<file path="src/rtl/cci_mpf_prim_fifo_regn.sv">
// Register-array FIFO with registered status flags and a per-age peek port.
// Storage is a circular buffer indexed by read/write pointers that wrap at
// N_ENTRIES, so the depth does not have to be a power of two.
module cci_mpf_prim_fifo_regn #(
  parameter int N_DATA_BITS = 32,
  parameter int N_ENTRIES   = 4,
  parameter int THRESHOLD   = 1
) (
  input  logic                                   clk,
  input  logic                                   reset,

  input  logic [N_DATA_BITS-1:0]                 enq_data,
  input  logic                                   enq_en,
  output logic                                   notFull,
  output logic                                   almostFull,

  output logic [N_DATA_BITS-1:0]                 first,
  input  logic                                   deq_en,
  output logic                                   notEmpty,

  output logic [$clog2(N_ENTRIES+1)-1:0]         count,
  output logic [N_ENTRIES-1:0]                   peek_valid,
  output logic [N_ENTRIES-1:0][N_DATA_BITS-1:0]  peek_value
);

  localparam int PW = $clog2(N_ENTRIES);
  localparam int CW = $clog2(N_ENTRIES+1);

  // Reject illegal geometries while elaborating.
  if (N_ENTRIES < 2) begin : g_bad_depth
    $fatal(1, "cci_mpf_prim_fifo_regn: N_ENTRIES must be at least 2");
  end
  if (THRESHOLD < 0 || THRESHOLD >= N_ENTRIES) begin : g_bad_threshold
    $fatal(1, "cci_mpf_prim_fifo_regn: THRESHOLD must be in 0..N_ENTRIES-1");
  end

  logic [N_DATA_BITS-1:0] mem [N_ENTRIES];
  logic [PW-1:0]          rd_ptr;
  logic [PW-1:0]          wr_ptr;
  int                     idx;

  // Pointer advance with explicit wrap so non-power-of-two depths work.
  function automatic logic [PW-1:0] ptr_inc(input logic [PW-1:0] p);
    return (p == PW'(N_ENTRIES-1)) ? '0 : p + PW'(1);
  endfunction

  // Control state: pointers and occupancy; reset wins over any strobe.
  always_ff @(posedge clk) begin
    if (reset) begin
      rd_ptr <= '0;
      wr_ptr <= '0;
      count  <= '0;
    end else begin
      if (enq_en) wr_ptr <= ptr_inc(wr_ptr);
      if (deq_en) rd_ptr <= ptr_inc(rd_ptr);
      case ({enq_en, deq_en})
        2'b10:   count <= count + CW'(1);
        2'b01:   count <= count - CW'(1);
        default: count <= count;
      endcase
    end
  end

  // Payload storage; never cleared, validity comes from count alone.
  always_ff @(posedge clk) begin
    if (enq_en) mem[wr_ptr] <= enq_data;
  end

  // Status flags depend only on the registered occupancy.
  assign notFull    = (count != CW'(N_ENTRIES));
  assign notEmpty   = (count != '0);
  assign almostFull = ((N_ENTRIES - int'(count)) <= THRESHOLD);

  // Age-ordered view of the buffer starting at the read pointer.
  always_comb begin
    idx = 0;
    for (int i = 0; i < N_ENTRIES; i++) begin
      peek_valid[i] = (i < int'(count));
      idx = int'(rd_ptr) + i;
      if (idx >= N_ENTRIES) idx = idx - N_ENTRIES;
      peek_value[i] = mem[idx[PW-1:0]];
    end
  end

  assign first = peek_value[0];

`ifndef SYNTHESIS
  // Protocol guards: strobes against the wrong flag are caller bugs.
  always_ff @(posedge clk) begin
    if (!reset) begin
      if (enq_en && !notFull)  $fatal(1, "ENQ to full FIFO!");
      if (deq_en && !notEmpty) $fatal(1, "DEQ from empty FIFO!");
    end
  end
`endif

endmodule

</file>
<file path="config.mk">
export PLATFORM = sky130hd
export DESIGN_NAME = cci_mpf_prim_fifo_regn
export DESIGN_NICKNAME = d
export VERILOG_FILES = /design/src/rtl/cci_mpf_prim_fifo_regn.sv
export SDC_FILE = /design/constraint.sdc
export NUM_CORES = 1
export LEC_CHECK = 0
export BUFFER_PORTS_ARGS = -buffer_cell sky130_fd_sc_hd__buf_2
export CORE_AREA = 2 2 131 133
export DETAILED_ROUTE_END_ITERATION = 7
export DIE_AREA = 0 0 133 135
export GPL_ROUTABILITY_DRIVEN = 0
export PLACE_DENSITY = 0.78
export SYNTH_ARGS = -nofsm -noshare
export SYNTH_HDL_FRONTEND = slang
export SYNTH_SLANG_ARGS = --single-unit
</file>
<file path="constraint.sdc">
create_clock -name clk -period 1.8 [get_ports clk]
set_clock_uncertainty 0.2 [all_clocks]
set_input_delay 0.18 -clock clk [delete_from_list [all_inputs] [get_ports clk]]
set_output_delay 0.18 -clock clk [all_outputs]
set_load 0.01 [all_outputs]
</file>
# ---- After elaboration in Yosys (flattened, before gate mapping)
# Memory sizes are Yosys's and may differ from the RTL's.
# Index checks and enable logic that the tools add are counted.
dict set report word_totals {
  ram_bits 128
  n_memories 1
  inputBits 36
  wordCells 41
  reg_bits 7
  output_inout_bits 170
}
# memory depth width rd rd_ports_with_merged_regs write_ports line_no
set memory_table {}
lappend memory_table {mem 4 32 4 0 1 37} ;# logic [N_DATA_BITS-1:0] mem [N_ENTRIES];
dict set report op_classes {
  eq_ne 5
  reduce_logical 2
  addsub 12
  mux 9
  n_lt_le_gt_ge 9
}
# operator count
set ops {}
lappend ops {{2-bit two-way mux} 6}
lappend ops {{3-bit greater-or-equal comparator, second input constant} 3}
lappend ops {{2-bit by 1-bit subtractor with 2-bit output, second input constant} 4}
lappend ops {{2-bit by 2-bit adder with 3-bit output, second input constant} 2}
lappend ops {{2-bit equality test, second input constant} 3}
lappend ops {{1-bit by 3-bit less-than comparator with 1-bit output, first input constant} 2}
lappend ops {{2-bit by 3-bit less-than comparator with 1-bit output, first input constant} 2}
lappend ops {{3-bit case mux with 2 select lines} 1}
lappend ops {{2-bit by 1-bit adder with 2-bit output, second input constant} 2}
lappend ops {{4-bit by 2-bit <= comparator with 1-bit output, second input constant} 1}
lappend ops {{3-bit by 3-bit subtractor with 4-bit output, first input constant} 1}
lappend ops {{2-bit by 1-bit adder with 3-bit output, second input constant} 1}
lappend ops {{3-bit by 1-bit adder with 3-bit output, second input constant} 1}
lappend ops {{2-bit by 3-bit greater-or-equal comparator with 1-bit output, second input constant} 1}
lappend ops {{3-bit inequality test, second input constant} 1}
lappend ops {{3-bit nonzero test} 1}
lappend ops {{3-bit by 1-bit subtractor with 3-bit output, second input constant} 1}
lappend ops {{2-bit by 1-bit equality test with 1-bit output, second input constant} 1}
lappend ops {{1-bit two-way mux} 2}
lappend ops {{2-bit nonzero test} 1}

# ---- Longest topological paths before layout
# An unclocked memory read counts as a cell.
dict set report logic_depth {
  ltp_word 4
  mapped_depth 6
  ltp_nobuf 6
}

# ---- Worst setup path after synthesis
# OpenSTA, ideal clock, no wires.
dict set report synth_timing {
  kind {reg2reg}
  startpoint {register wr_ptr[0]}
  endpoint {memory mem[3][0], enable pin}
  synth_period_minus_slack_ns 1.934
  path_buffers 0
  t_arrival_ns 1.342
  path_stages_with_launch 3
  setup_time_ns 0.392
  required_time_ns 1.208
  slack_ns -0.134
  cell_sequence {dfxtp_1 -> ha_1 -> and2_1}
}
# item line_no
set synth_rtl {}
lappend synth_rtl {{start: declaration} 39} ;# logic [PW-1:0] wr_ptr;
lappend synth_rtl {{start signal: assignment} 54} ;# if (enq_en) wr_ptr <= ptr_inc(wr_ptr);
lappend synth_rtl {{end: declaration} 37}
# No word-level cell before the write port.

==> metrics.yaml <==
placed_design:
  hpwl_mm: 12.1
  place_inst: 771
  port_buffers: 205
  place_ws_ns: -0.142
routing:
  wire_per_inst_um: 24.0
  drtPass1Iterations: 4
  drtIter0Drc: 310
  drcViolationCount: 0
  drt_wl_total_mm: 20.8
  ant_nets: 0
  num_vias: 5209
  avgViaCountPerCell: 6.01
global_route:
  antenna_found_initial: 1
  overflow: 0
  grt_usage_pct: 22.4
  grt.busiest_layer: "met2"
  grt_pass1_vias: 5286
  grt_pass1_wl_mm: 29.8
  grtUsageMet1_pct: 27.5
  grt_max_degree: 34
  gr-usage-met3_pct: 4.80
  met2_usage_pct: 38.9
sta:
  hold_viol_final: 0
  fmax_mhz: 442
  worst_slew_pin_slew_ns: 0.417
  final-setup-viol-count: 161
  period_share_pct: 126
  drv_slew: 0
  relSlewSlack_pct: 72.2
  period_needed_ns: 2.26
  rsz0062_at_grt: "true"
  worst_slack_ns: -0.461
clocking:
  htreeDepth: 4
  clkLatencyLatePin_ns: 0.42
  clock-sinks: 137
  clk_pin_slew_ns: 0.05
  cts_tree: "built"
  numCtsBuffers: 17
  root_buffer: "clkbuf_16"
  clock_path_buffers: 2
status:
  outcome: "complete, but fails checks"
  violations: "negative setup slack"
setup_path:
  crit_chain: "ha_4 > buf_6 > buf_16 > mux4_2 > buf_2"
  r2r_setup_slack_ns: 0.09
  startpoint_type: "register"
  r2r_end: "count[2]$_SDFFE_PP0P_"
  arrival_ns: 1.88
  crit-reg2reg-launch: "count[1]$_SDFFE_PP0P_"
  critPathMaxStageDelay_ns: 0.38
  end_kind: "output pin"
  crit_type: "reg2out"
  cp_max_fo: 14
  reg2reg_depth: 8
  slowest_stage: "dfxtp_4"
  worst_ep_required_time_ns: 1.42
hold_path:
  hold_depth: 2
  min_to: "mem[3][5]$_DFFE_PP_"
  min_path_type: "in2reg"
  min_from: "enq_data[5]"
yosys:
  yosysWarnings: 0
  synth_area_mm2: 0.00774
  synthDistinctLibCells: 20
  synth_top_area_share_pct: 49.6
  synth_top_cell_by_area: "edfxtp_1"
  synth_area_leaders: "edfxtp_1 50%, mux4_2 37%, buf_4 3.9%"
  synth_nets: 430
  ys_seq_elements: 137
  synth.avg_cell_area_um2: 20.3
  synthCells: 381
  ys_seq_area_share_pct: 52.0
floorplan:
  start_util_pct: 47.2
  fp.dieW_um: 133
  die_area_mm2: 0.0180
  boundaryPins: 206
  die_height_um: 135
  coreArea_mm2: 0.0164
  row_count: 47
cells_and_area:
  layout-drive-gt1-share_pct: 68.3
  areaGrowthSynthToFinish_pct: 44.7
  nets: 682
  instances_no_fill: 867
  final_cell_mix: "128 x mux4_2, 128 x edfxtp_1, 117 x buf_6"
flow_run:
  max-cap-violations: 0
power:
  p_comb_share_pct: 28.8
  p_int_mw: 7.47
  power_density_mw_per_mm2: 901
  switching_share_pct: 26.1
  pwr-share-clk_pct: 33.9
  p_seq_share_pct: 37.2
  p_leak_nw: 4.09
  p_sw_mw: 2.63
  peakVddDrop_uv: 620
  finalPower_mw: 10.1
[worst max path at each step]
stage / startpoint / end / slack, ns / depth (start not counted)
after global routing: rd_ptr[0]$_SDFFE_PP0P_ / peek_value[51] / -0.50 / 5
after detailed placement: rd_ptr[0]$_SDFFE_PP0P_ / peek_value[115] / -0.14 / 4
after CTS: rd_ptr[0]$_SDFFE_PP0P_ / peek_value[115] / -0.51 / 4
after floorplan: register / peek_value[10] / 0.04 / 4
after global placement: rd_ptr[0]$_SDFFE_PP0P_ / peek_value[115] / -0.11 / 4
final: rd_ptr[0]$_SDFFE_PP0P_ / peek_value[113] / -0.46 / 5
[power by group through the flow]
stage               clock network [mW]  registers, mW  logic, mW
floorplan                            0           3.77       1.41
global placement                     0           3.79       2.01
detailed placement                   0           3.81       2.05
CTS                               3.48           3.75       2.59
global route                      3.61           3.77       3.05
finish                            3.43           3.76       2.91
[metal layers]
metal	wire (um)	vias up
met2	11400	299
met5	0	-
met1	7670	2731
met3	1320	34
met4	418	0
li1	-	2145
[critical path, delay by kind of cell, from the launching register on]
kind                       cells  cell delay [ns]
DFF                            1             0.38
adders and majority gates      1             0.30
buffers and inverters          3             0.48
muxes                          1             0.30
[logic make-up after synthesis]
family / count (synthesis) / synth area share (%)
XOR/XNOR: 2 / 0.226
flip-flops: 137 / 52.0
buffers and inverters: 72 / 6.41
adder cells (fa/ha/maj): 13 / 2.10
AND/OR/NAND/NOR: 18 / 1.21
AO/OA/AOI/OAI: 9 / 0.614
multiplexers: 130 / 37.5
[cell type report]
class / count / area (um^2)
Antenna cell: 1 / 2.50
Clock buffer: 19 / 433
Clock inverter: 13 / 153
Fill cell: 1021 / 5200
Inverter: 9 / 36.3
Multi-Input combinational cell: 172 / 3300
Sequential cell: 137 / 4040
Tap cell: 220 / 275
Timing Repair Buffer: 296 / 2970
[cells in the mapped netlist (all sizes together)]
| cell type | n |
|---|---|
| nand2 | 1 |
| ha | 13 |
| a211oi | 1 |
| xor2 | 2 |
| dfxtp | 9 |
| and2 | 4 |
| nor4b | 1 |
| nor3b | 3 |
| clkbuf | 3 |
| a21oi | 3 |
| o21ai | 5 |
| buf | 60 |
| mux4 | 128 |
| inv | 9 |
| mux2i | 2 |
| nor2 | 9 |
| edfxtp | 128 |
[metrics by stage]
step	cell area, um^2	setup TNS [ns]	utilization, %	hold slack (ns)
detailed placement	8900	-7.13	54.2	0.197
global route	11200	-65.57	68.3	0.306
global placement	8900	-5.68	54.2	0.187
floorplan	7750	0	-	0.0491
CTS	10700	-65.07	65.0	0.284
finish	11200	-58.35	68.3	0.307
[sequential cells by signal (all words and copies together) (netlist names), named ones only]
register and flops:
count 3, mem 128, rd_ptr 2, wr_ptr 2
[repair_timing]
action,4_1_cts,5_1_grt
hold endpoints to repair,137,0
gates resized for setup,110,73
cloned,7,7
buffers inserted,11,7
pin swaps,1,2
endpoints found under the setup margin,164,164
hold buffers,35,0
Note: power is estimated with default switching activity, not from simulation.
